===== src/rtl/bti_pkg.sv =====
// Shared BTI definitions: tid width, host-index type and the index-width helper.
package bti_pkg;

    localparam int BTI_TIDW = 4;

    // Host index type wide enough for any practical host count.
    typedef logic [7:0] bti_hst_idx_t;

    // Index width for n hosts, never below one bit so a single-host build still has a port.
    function automatic int clog2_min1(input int n);
        return (n <= 2) ? 1 : $clog2(n);
    endfunction

endpackage


===== src/rtl/bti_arb_rr_pick.sv =====
// Combinational round-robin picker: lowest requester at or above ptr, else lowest overall.
module rr_pick
    import bti_pkg::*;
#(
    parameter int N  = 2,
    parameter int IW = clog2_min1(N)
) (
    input  logic [N-1:0]  req,
    input  logic [IW-1:0] ptr,
    output logic [IW-1:0] gnt_idx,
    output logic          any
);

    logic [N-1:0] masked;

    // NOTE: every always_comb output gets a default first so no path can infer a latch.
    always_comb begin
        masked = '0;
        for (int i = 0; i < N; i++) begin
            masked[i] = req[i] & (i >= int'(ptr));
        end
    end

    // Descending scans with last-write-wins leave the lowest index; the masked pass overrides.
    always_comb begin
        gnt_idx = '0;
        any     = |req;
        for (int i = N - 1; i >= 0; i--) begin
            if (req[i]) gnt_idx = IW'(i);
        end
        for (int i = N - 1; i >= 0; i--) begin
            if (masked[i]) gnt_idx = IW'(i);
        end
    end

endmodule


===== src/rtl/bti_arb.sv =====
// N:1 BTI arbiter with one outstanding transaction; responses steer back to the issuing host.
// Req pkt = {we, tid, addr, data}; rsp pkt = {ok, tid, data}; both pass through untouched.
module bti_arb
    import bti_pkg::*;
#(
    parameter int BTI_AW  = 32,
    parameter int BTI_DW  = 32,
    parameter int HST_NUM = 2
) (
    input  logic                                        clk,
    input  logic                                        rst_n,
    input  logic [HST_NUM-1:0]                          host_bti_req_slvs_vld,
    output logic [HST_NUM-1:0]                          host_bti_req_slvs_rdy,
    input  logic [HST_NUM-1:0][BTI_AW+BTI_DW+BTI_TIDW:0] host_bti_req_slvs_pkt,
    output logic [HST_NUM-1:0]                          host_bti_rsp_msts_vld,
    input  logic [HST_NUM-1:0]                          host_bti_rsp_msts_rdy,
    output logic [HST_NUM-1:0][BTI_DW+BTI_TIDW:0]       host_bti_rsp_msts_pkt,
    output logic                                        gst_bti_req_mst_vld,
    input  logic                                        gst_bti_req_mst_rdy,
    output logic [BTI_AW+BTI_DW+BTI_TIDW:0]             gst_bti_req_mst_pkt,
    input  logic                                        gst_bti_rsp_slv_vld,
    output logic                                        gst_bti_rsp_slv_rdy,
    input  logic [BTI_DW+BTI_TIDW:0]                    gst_bti_rsp_slv_pkt,
    output logic                                        stray_rsp
);

    localparam int IDXW = clog2_min1(HST_NUM);

    logic [IDXW-1:0] rr_ptr, lock_idx, pend_idx, pick_idx, grant;
    logic            lock_vld, pend, pick_any;
    logic            pend_rdy, rsp_hsk, can_issue, req_hsk;

    rr_pick #(.N(HST_NUM), .IW(IDXW)) u_pick (
        .req     (host_bti_req_slvs_vld),
        .ptr     (rr_ptr),
        .gnt_idx (pick_idx),
        .any     (pick_any)
    );

    // Handshake outputs are gated by rst_n so the ports read idle the instant reset asserts.
    always_comb begin
        grant               = lock_vld ? lock_idx : pick_idx;
        pend_rdy            = 1'b0;
        gst_bti_req_mst_pkt = '0;
        for (int i = 0; i < HST_NUM; i++) begin
            if (pend_idx == IDXW'(i)) pend_rdy = host_bti_rsp_msts_rdy[i];
            if (grant == IDXW'(i)) gst_bti_req_mst_pkt = host_bti_req_slvs_pkt[i];
        end
        gst_bti_rsp_slv_rdy = rst_n & (pend ? pend_rdy : 1'b1);
        rsp_hsk             = gst_bti_rsp_slv_vld & gst_bti_rsp_slv_rdy;
        can_issue           = ~pend | rsp_hsk;
        gst_bti_req_mst_vld = rst_n & (lock_vld | pick_any) & can_issue;
        req_hsk             = gst_bti_req_mst_vld & gst_bti_req_mst_rdy;
        for (int i = 0; i < HST_NUM; i++) begin
            host_bti_req_slvs_rdy[i] = rst_n & (grant == IDXW'(i)) & gst_bti_req_mst_rdy & can_issue;
            host_bti_rsp_msts_vld[i] = gst_bti_rsp_slv_vld & pend & (pend_idx == IDXW'(i));
            host_bti_rsp_msts_pkt[i] = gst_bti_rsp_slv_pkt;
        end
    end

    // NOTE: state registers use non-blocking assignments so every update sees pre-edge values.
    always_ff @(posedge clk or negedge rst_n) begin
        if (!rst_n) begin
            rr_ptr    <= '0;
            lock_vld  <= 1'b0;
            lock_idx  <= '0;
            pend      <= 1'b0;
            pend_idx  <= '0;
            stray_rsp <= 1'b0;
        end else begin
            stray_rsp <= gst_bti_rsp_slv_vld & ~pend;
            if (req_hsk) begin
                pend     <= 1'b1;
                pend_idx <= grant;
                rr_ptr   <= (grant == IDXW'(HST_NUM - 1)) ? '0 : grant + 1'b1;
                lock_vld <= 1'b0;
            end else begin
                if (rsp_hsk) pend <= 1'b0;
                // Offered but not taken: freeze the grant so the pkt holds until accepted.
                if (gst_bti_req_mst_vld) begin
                    lock_vld <= 1'b1;
                    lock_idx <= grant;
                end
            end
        end
    end

endmodule


===== config.mk =====
export PLATFORM = sky130hd
export DESIGN_NAME = bti_arb
export DESIGN_NICKNAME = d
export VERILOG_FILES = /design/src/rtl/bti_pkg.sv /design/src/rtl/bti_arb_rr_pick.sv /design/src/rtl/bti_arb.sv
export SDC_FILE = /design/constraint.sdc
export NUM_CORES = 1
export LEC_CHECK = 0
export ABC_AREA = 1
export CORE_AREA = 5 5 127 129
export DETAILED_ROUTE_END_ITERATION = 16
export DIE_AREA = 0 0 132 134
export GPL_ROUTABILITY_DRIVEN = 1
export HOLD_SLACK_MARGIN = 0.06
export PLACE_DENSITY = 0.54
export SLEW_MARGIN = 20
export SYNTH_ARGS = -nofsm -noshare
export SYNTH_HDL_FRONTEND = slang
export SYNTH_SLANG_ARGS = --single-unit

===== constraint.sdc =====
create_clock -name clk -period 3.2 [get_ports clk]
set_clock_uncertainty 0.2 [all_clocks]
set_input_delay 0.64 -clock clk [delete_from_list [all_inputs] [get_ports clk]]
set_output_delay 0.64 -clock clk [all_outputs]
set_load 0.05 [all_outputs]

Word level (Yosys, flattened, before mapping)
Cells that the tools add are included.

$add $sub $neg: 1. Magnitude comparators: 1. Reduce and logical (&&, ||, !) cells: 4. Mux-type cells: 11. Bitwise operators: 22.

Operator list (number): $mux W69 (1); $and A1 B1 Y1 (16); $mux W1 (10); $not A1 Y1 (4); $reduce_bool A2 Y1 (2); $or A1 B1 Y1 (2); $reduce_and A2 Y1 (1); $reduce_or A2 Y1 (1); $add A1 B1 Y1 const B (1); $ge A1 B1 Y1 const A (1).

Register bits: 6. Input bits: 183. Output and inout port bits: 150.

Depth between registers and ports, before layout
Depth in word-level cells: 9. Depth in mapped cells: 8.

Hierarchy
A second synthesis with hierarchy kept.

Cells, all modules: 344. Area total of the unflattened synthesis: 1808.0 um^2.

Modules (own cells, without submodules): bti_arb (cells an instance 340, area each 1789.2 um^2, instances 1); rr_pick (cells an instance 4, area each 18.8 um^2, instances 1).

Least setup slack after synthesis
OpenSTA, ideal clock, no wires.

Path kind: in2out. Start: input host_bti_req_slvs_vld[0]. End: output host_bti_req_slvs_rdy[0]. Setup slack: 0.593 ns. Data required time: 2.360 ns. Stages: 5. Path buffers: 1. Arrival: 1.767 ns. Path through: inv_2 o21ai_2 nand2_4 buf_2 nor2_1.

Word-level cells in the longest chain between the ends: 7.

Ends and longest elaborated chain: start: declaration (line bti_arb.sv:12) `input logic [HST_NUM-1:0] host_bti_req_slvs_vld,`; $and A1 B1 Y1 (line bti_arb_rr_pick.sv:20) `masked[i] = req[i] & (i >= int'(ptr));`; $mux W1 (line bti_arb_rr_pick.sv:32) `if (masked[i]) gnt_idx = IW'(i);`; $mux W1 (line bti_arb.sv:42) `grant = lock_vld ? lock_idx : pick_idx;`; $not A1 Y1 (line bti_arb.sv:55) `host_bti_req_slvs_rdy[i] = rst_n & (grant == IDXW'(i)) & gst_bti_req_mst_rdy & can_issue;`; $and A1 B1 Y1 (3 in series) (line bti_arb.sv:55); end: declaration (line bti_arb.sv:13) `output logic [HST_NUM-1:0] host_bti_req_slvs_rdy,`.

No other way between the ends.

Worst setup path in the final report
Start: input host_bti_req_slvs_vld[0]. End: output gst_bti_req_mst_pkt[3].

Word-level cells in the longest chain between the ends: 4.

Ends and longest elaborated chain: $and A1 B1 Y1 (line bti_arb_rr_pick.sv:20); $mux W1 (line bti_arb_rr_pick.sv:32); $mux W1 (line bti_arb.sv:42); $mux W69 (line bti_arb.sv:47) `if (grant == IDXW'(i)) gst_bti_req_mst_pkt = host_bti_req_slvs_pkt[i];`; end: declaration (line bti_arb.sv:20) `output logic [BTI_AW+BTI_DW+BTI_TIDW:0] gst_bti_req_mst_pkt,`.

No other way between the ends.

==> results.md <==
- Status: finished, final reports clean
- Max incr delay on CP: 0.47 ns
- Drt total wl: 8.299 mm
- Ys flop type: dfrtp_1
- RSZ-0062 raised after global routing: no
- Vias in the first global route: 2363
- # setup viols final: 0
- Netlist Area Pre-Place: 1780 µm²
- Cell Pwr Density: 978.8 nW/µm²
- Worst min path class: flip-flop to flip-flop
- Synthesized flop and latch total: 6
- Die width: 132 µm
- Post-CTS resize count: 0
- Vias per inst: 3.566
- Pre-CTS setup slack: 0.2855 ns
- Min Hold Slack: 0.2989 ns
- Die span in y: 134 µm
- Gr ovfl total: 0
- Total Nets Final: 672
- Fin worst setup slack: 0.2895 ns
- Pre-antenna DRT Iters: 4
- Slew at the pin closest to its max-slew limit: 0.5105 ns
- Clock transition at path regs: 0.03 ns
- Num ports: 333
- Ranking of synthesized cells by area: nand2_1 47%, buf_4 34%, dfrtp_1 8.4%
- Share of post-route cells with drive strength above 1: 18.07%
- Sequential share of the synthesized area: 8.433%
- Cell taking the most area after synthesis: nand2_1
- Worst setup SP type: input port
- Clock H-tree levels: 1
- Synthesized instance count: 346
- I/O Buffers: 221
- Crit-path slowest cell: clkdlybuf4s50_1
- Top cell type's share of synthesized area: 46.80%
- Synth Area per Inst: 5.146 µm²
- Reg2Reg Setup Slack: 1.77 ns
- Post-CTS Hold Fix Bufs: 0
- Root buffer cell: clkbuf_16
- Crit path max fanout: 37
- Post-synth EDFFs: 0
- # Post-CTS Setup Buffers: 0
- Overall Global Routing Usage: 8.263%
- Worst setup EP type: primary output
- Post-route minimum period: 2.910 ns
- Async SR Flop Fraction: 100.0%
- Vias: 2407
- Max IR drop VDD: 0.3828 mV
- Max-slew headroom: 65.86%
- Max_cap viols: 0
- Slew Limit Fails: 0
- Total CTS buffers: 3
- Crit path required time: 2.36 ns
- CP Cell Sequence: clkdlybuf4s50_1 > inv_2 > o21ai_2 > nand2_4 > inv_4 > buf_12 > nand2_1 > nand2_1 > buf_12
- Cell with the most instances after synthesis: nand2_1
- Wire length per cell: 12.29 µm
- Total clock sinks: 6
- Buffers & Inverters on Critical Path: 5
- Commonest cells in the netlist: 222 x nand2_1, 80 x buf_4, 10 x inv_1, 7 x buf_2
- Area delta synth->final: 151.0%
- DRC errors left: 0
- Tcrit/Tclk final: 90.95%
- Clock Latency Late Sink: 0.23 ns
- Count of cell types in the netlist: 16
- Core ar.: 14920 µm²
- DR iter-0 viols: 40
- Remaining antenna violation count after routing: 0
- TritonCTS clock tree: yes
- Max Fclk: 0.3436 GHz
- Synth warn: 0
- RePlAce Congestion: 0.7369
- Die Area: 17690 µm²
- Top Family by Delay on Critical Path: buffers and inverters
- Final Hold Viols: 0
- Detail Placement HPWL: 7.149 mm
- Antenna cells: 0
- CTS max path bufs: 2
- First-pass GRT wire length: 12.11 mm
- CP Class: input port to primary output
- Initial cell density of the core: 11.93%
- Leak pwr: 2.155 nW
- Arrival time worst endpoint: 2.07 ns
- Largest net degree at the start of global routing: 38
- Net Count, Synth: 529
- Setup_tns: 0 ns
- Placement Rows: 45
- Initial antenna violation count: 0
-- final cells by class --
| class | count | area, µm² |
|---|---|---|
| inverters | 12 | 47.55 |
| flip-flops and latches | 6 | 150.1 |
| multi-input cells | 240 | 935.9 |
| well taps | 188 | 235.2 |
| fillers | 1594 | 10450 |
| clock buffers | 3 | 75.07 |
| repair buffers | 226 | 3025 |
-- layout by cell type, fill, tap and decap left out --
cell | Yosys | routed
nand2_1 | 222 | 222
clkdlybuf4s50_1 | 0 | 146
buf_12 | 0 | 77
inv_1 | 10 | 10
nand3_1 | 6 | 6
dfrtp_1 | 6 | 6
nor2_1 | 3 | 3
clkbuf_16 | 0 | 3
buf_4 | 80 | 3
a31oi_1 | 2 | 2
nor3_1 | 2 | 2
nand4_1 | 2 | 2
inv_2 | 1 | 1
o21ai_2 | 1 | 1
nand2_4 | 1 | 1
inv_4 | 1 | 1
nand2_2 | 1 | 1
-- cell families after synthesis --
kind of cell | Yosys count | share of synthesized area, %
AOI/OAI and AO/OA | 3 | 1.195
buffers and inverters | 100 | 39.00
DFF | 6 | 8.433
and+or+nand+nor | 237 | 51.37
-- power by group --
group,internal [mW],switching [mW],total (mW)
Clock,0.160,0.0420,0.202
Sequential,0.110,0.0334,0.143
Combinational,1.79,2.24,4.03
Total,2.06,2.32,4.37
-- final timing paths --
kind                                           from                      to  cells past startpoint
hold / removal                             lock_idx                lock_idx                      2
setup / recovery           host_bti_req_slvs_vld[0]  gst_bti_req_mst_pkt[3]                      9
setup reg to reg                           pend_idx                pend_idx                      8
min in group asynchronous                     rst_n                pend_idx                      1
max in group asynchronous                     rst_n                lock_vld                      2
hold reg to reg                            lock_idx                lock_idx                      2
-- sequential cells by signal (all words and copies together), names as in the netlist --
name,count
lock_idx,1
lock_vld,1
pend,1
pend_idx,1
rr_ptr,1
stray_rsp,1
-- worst register-to-register path, delay by kind of cell (launching register included) --
kind | cells | cell delay (ns)
and+or+nand+nor | 7 | 0.65
DFF | 1 | 0.40
buffers and inverters | 1 | 0.08
-- routing by layer --
| metal | global-route usage [%] | share of wire [%] | up-vias | routed length (µm) |
|---|---|---|---|---|
| li1 | - | - | 1241 | - |
| met1 | 8.739 | 36 | 969 | 3014 |
| met2 | 14.49 | 48 | 167 | 3971 |
| met3 | 3.526 | 13 | 30 | 1058 |
| met4 | 3.314 | 3.1 | 0 | 254 |
| met5 | 0 | 0 | - | 0 |
-- through the flow --
step,area [µm²],power (mW),util (%),std cells
after floorplan,1780,2.386,-,346
after global placement,4394,4.224,29.45,672
after detailed placement,4394,4.225,29.45,672
after CTS,4469,4.437,29.95,675
after global routing,4469,4.571,29.95,675
final,4469,4.375,29.95,675
No activity file was read; power rests on OpenSTA's default activity.
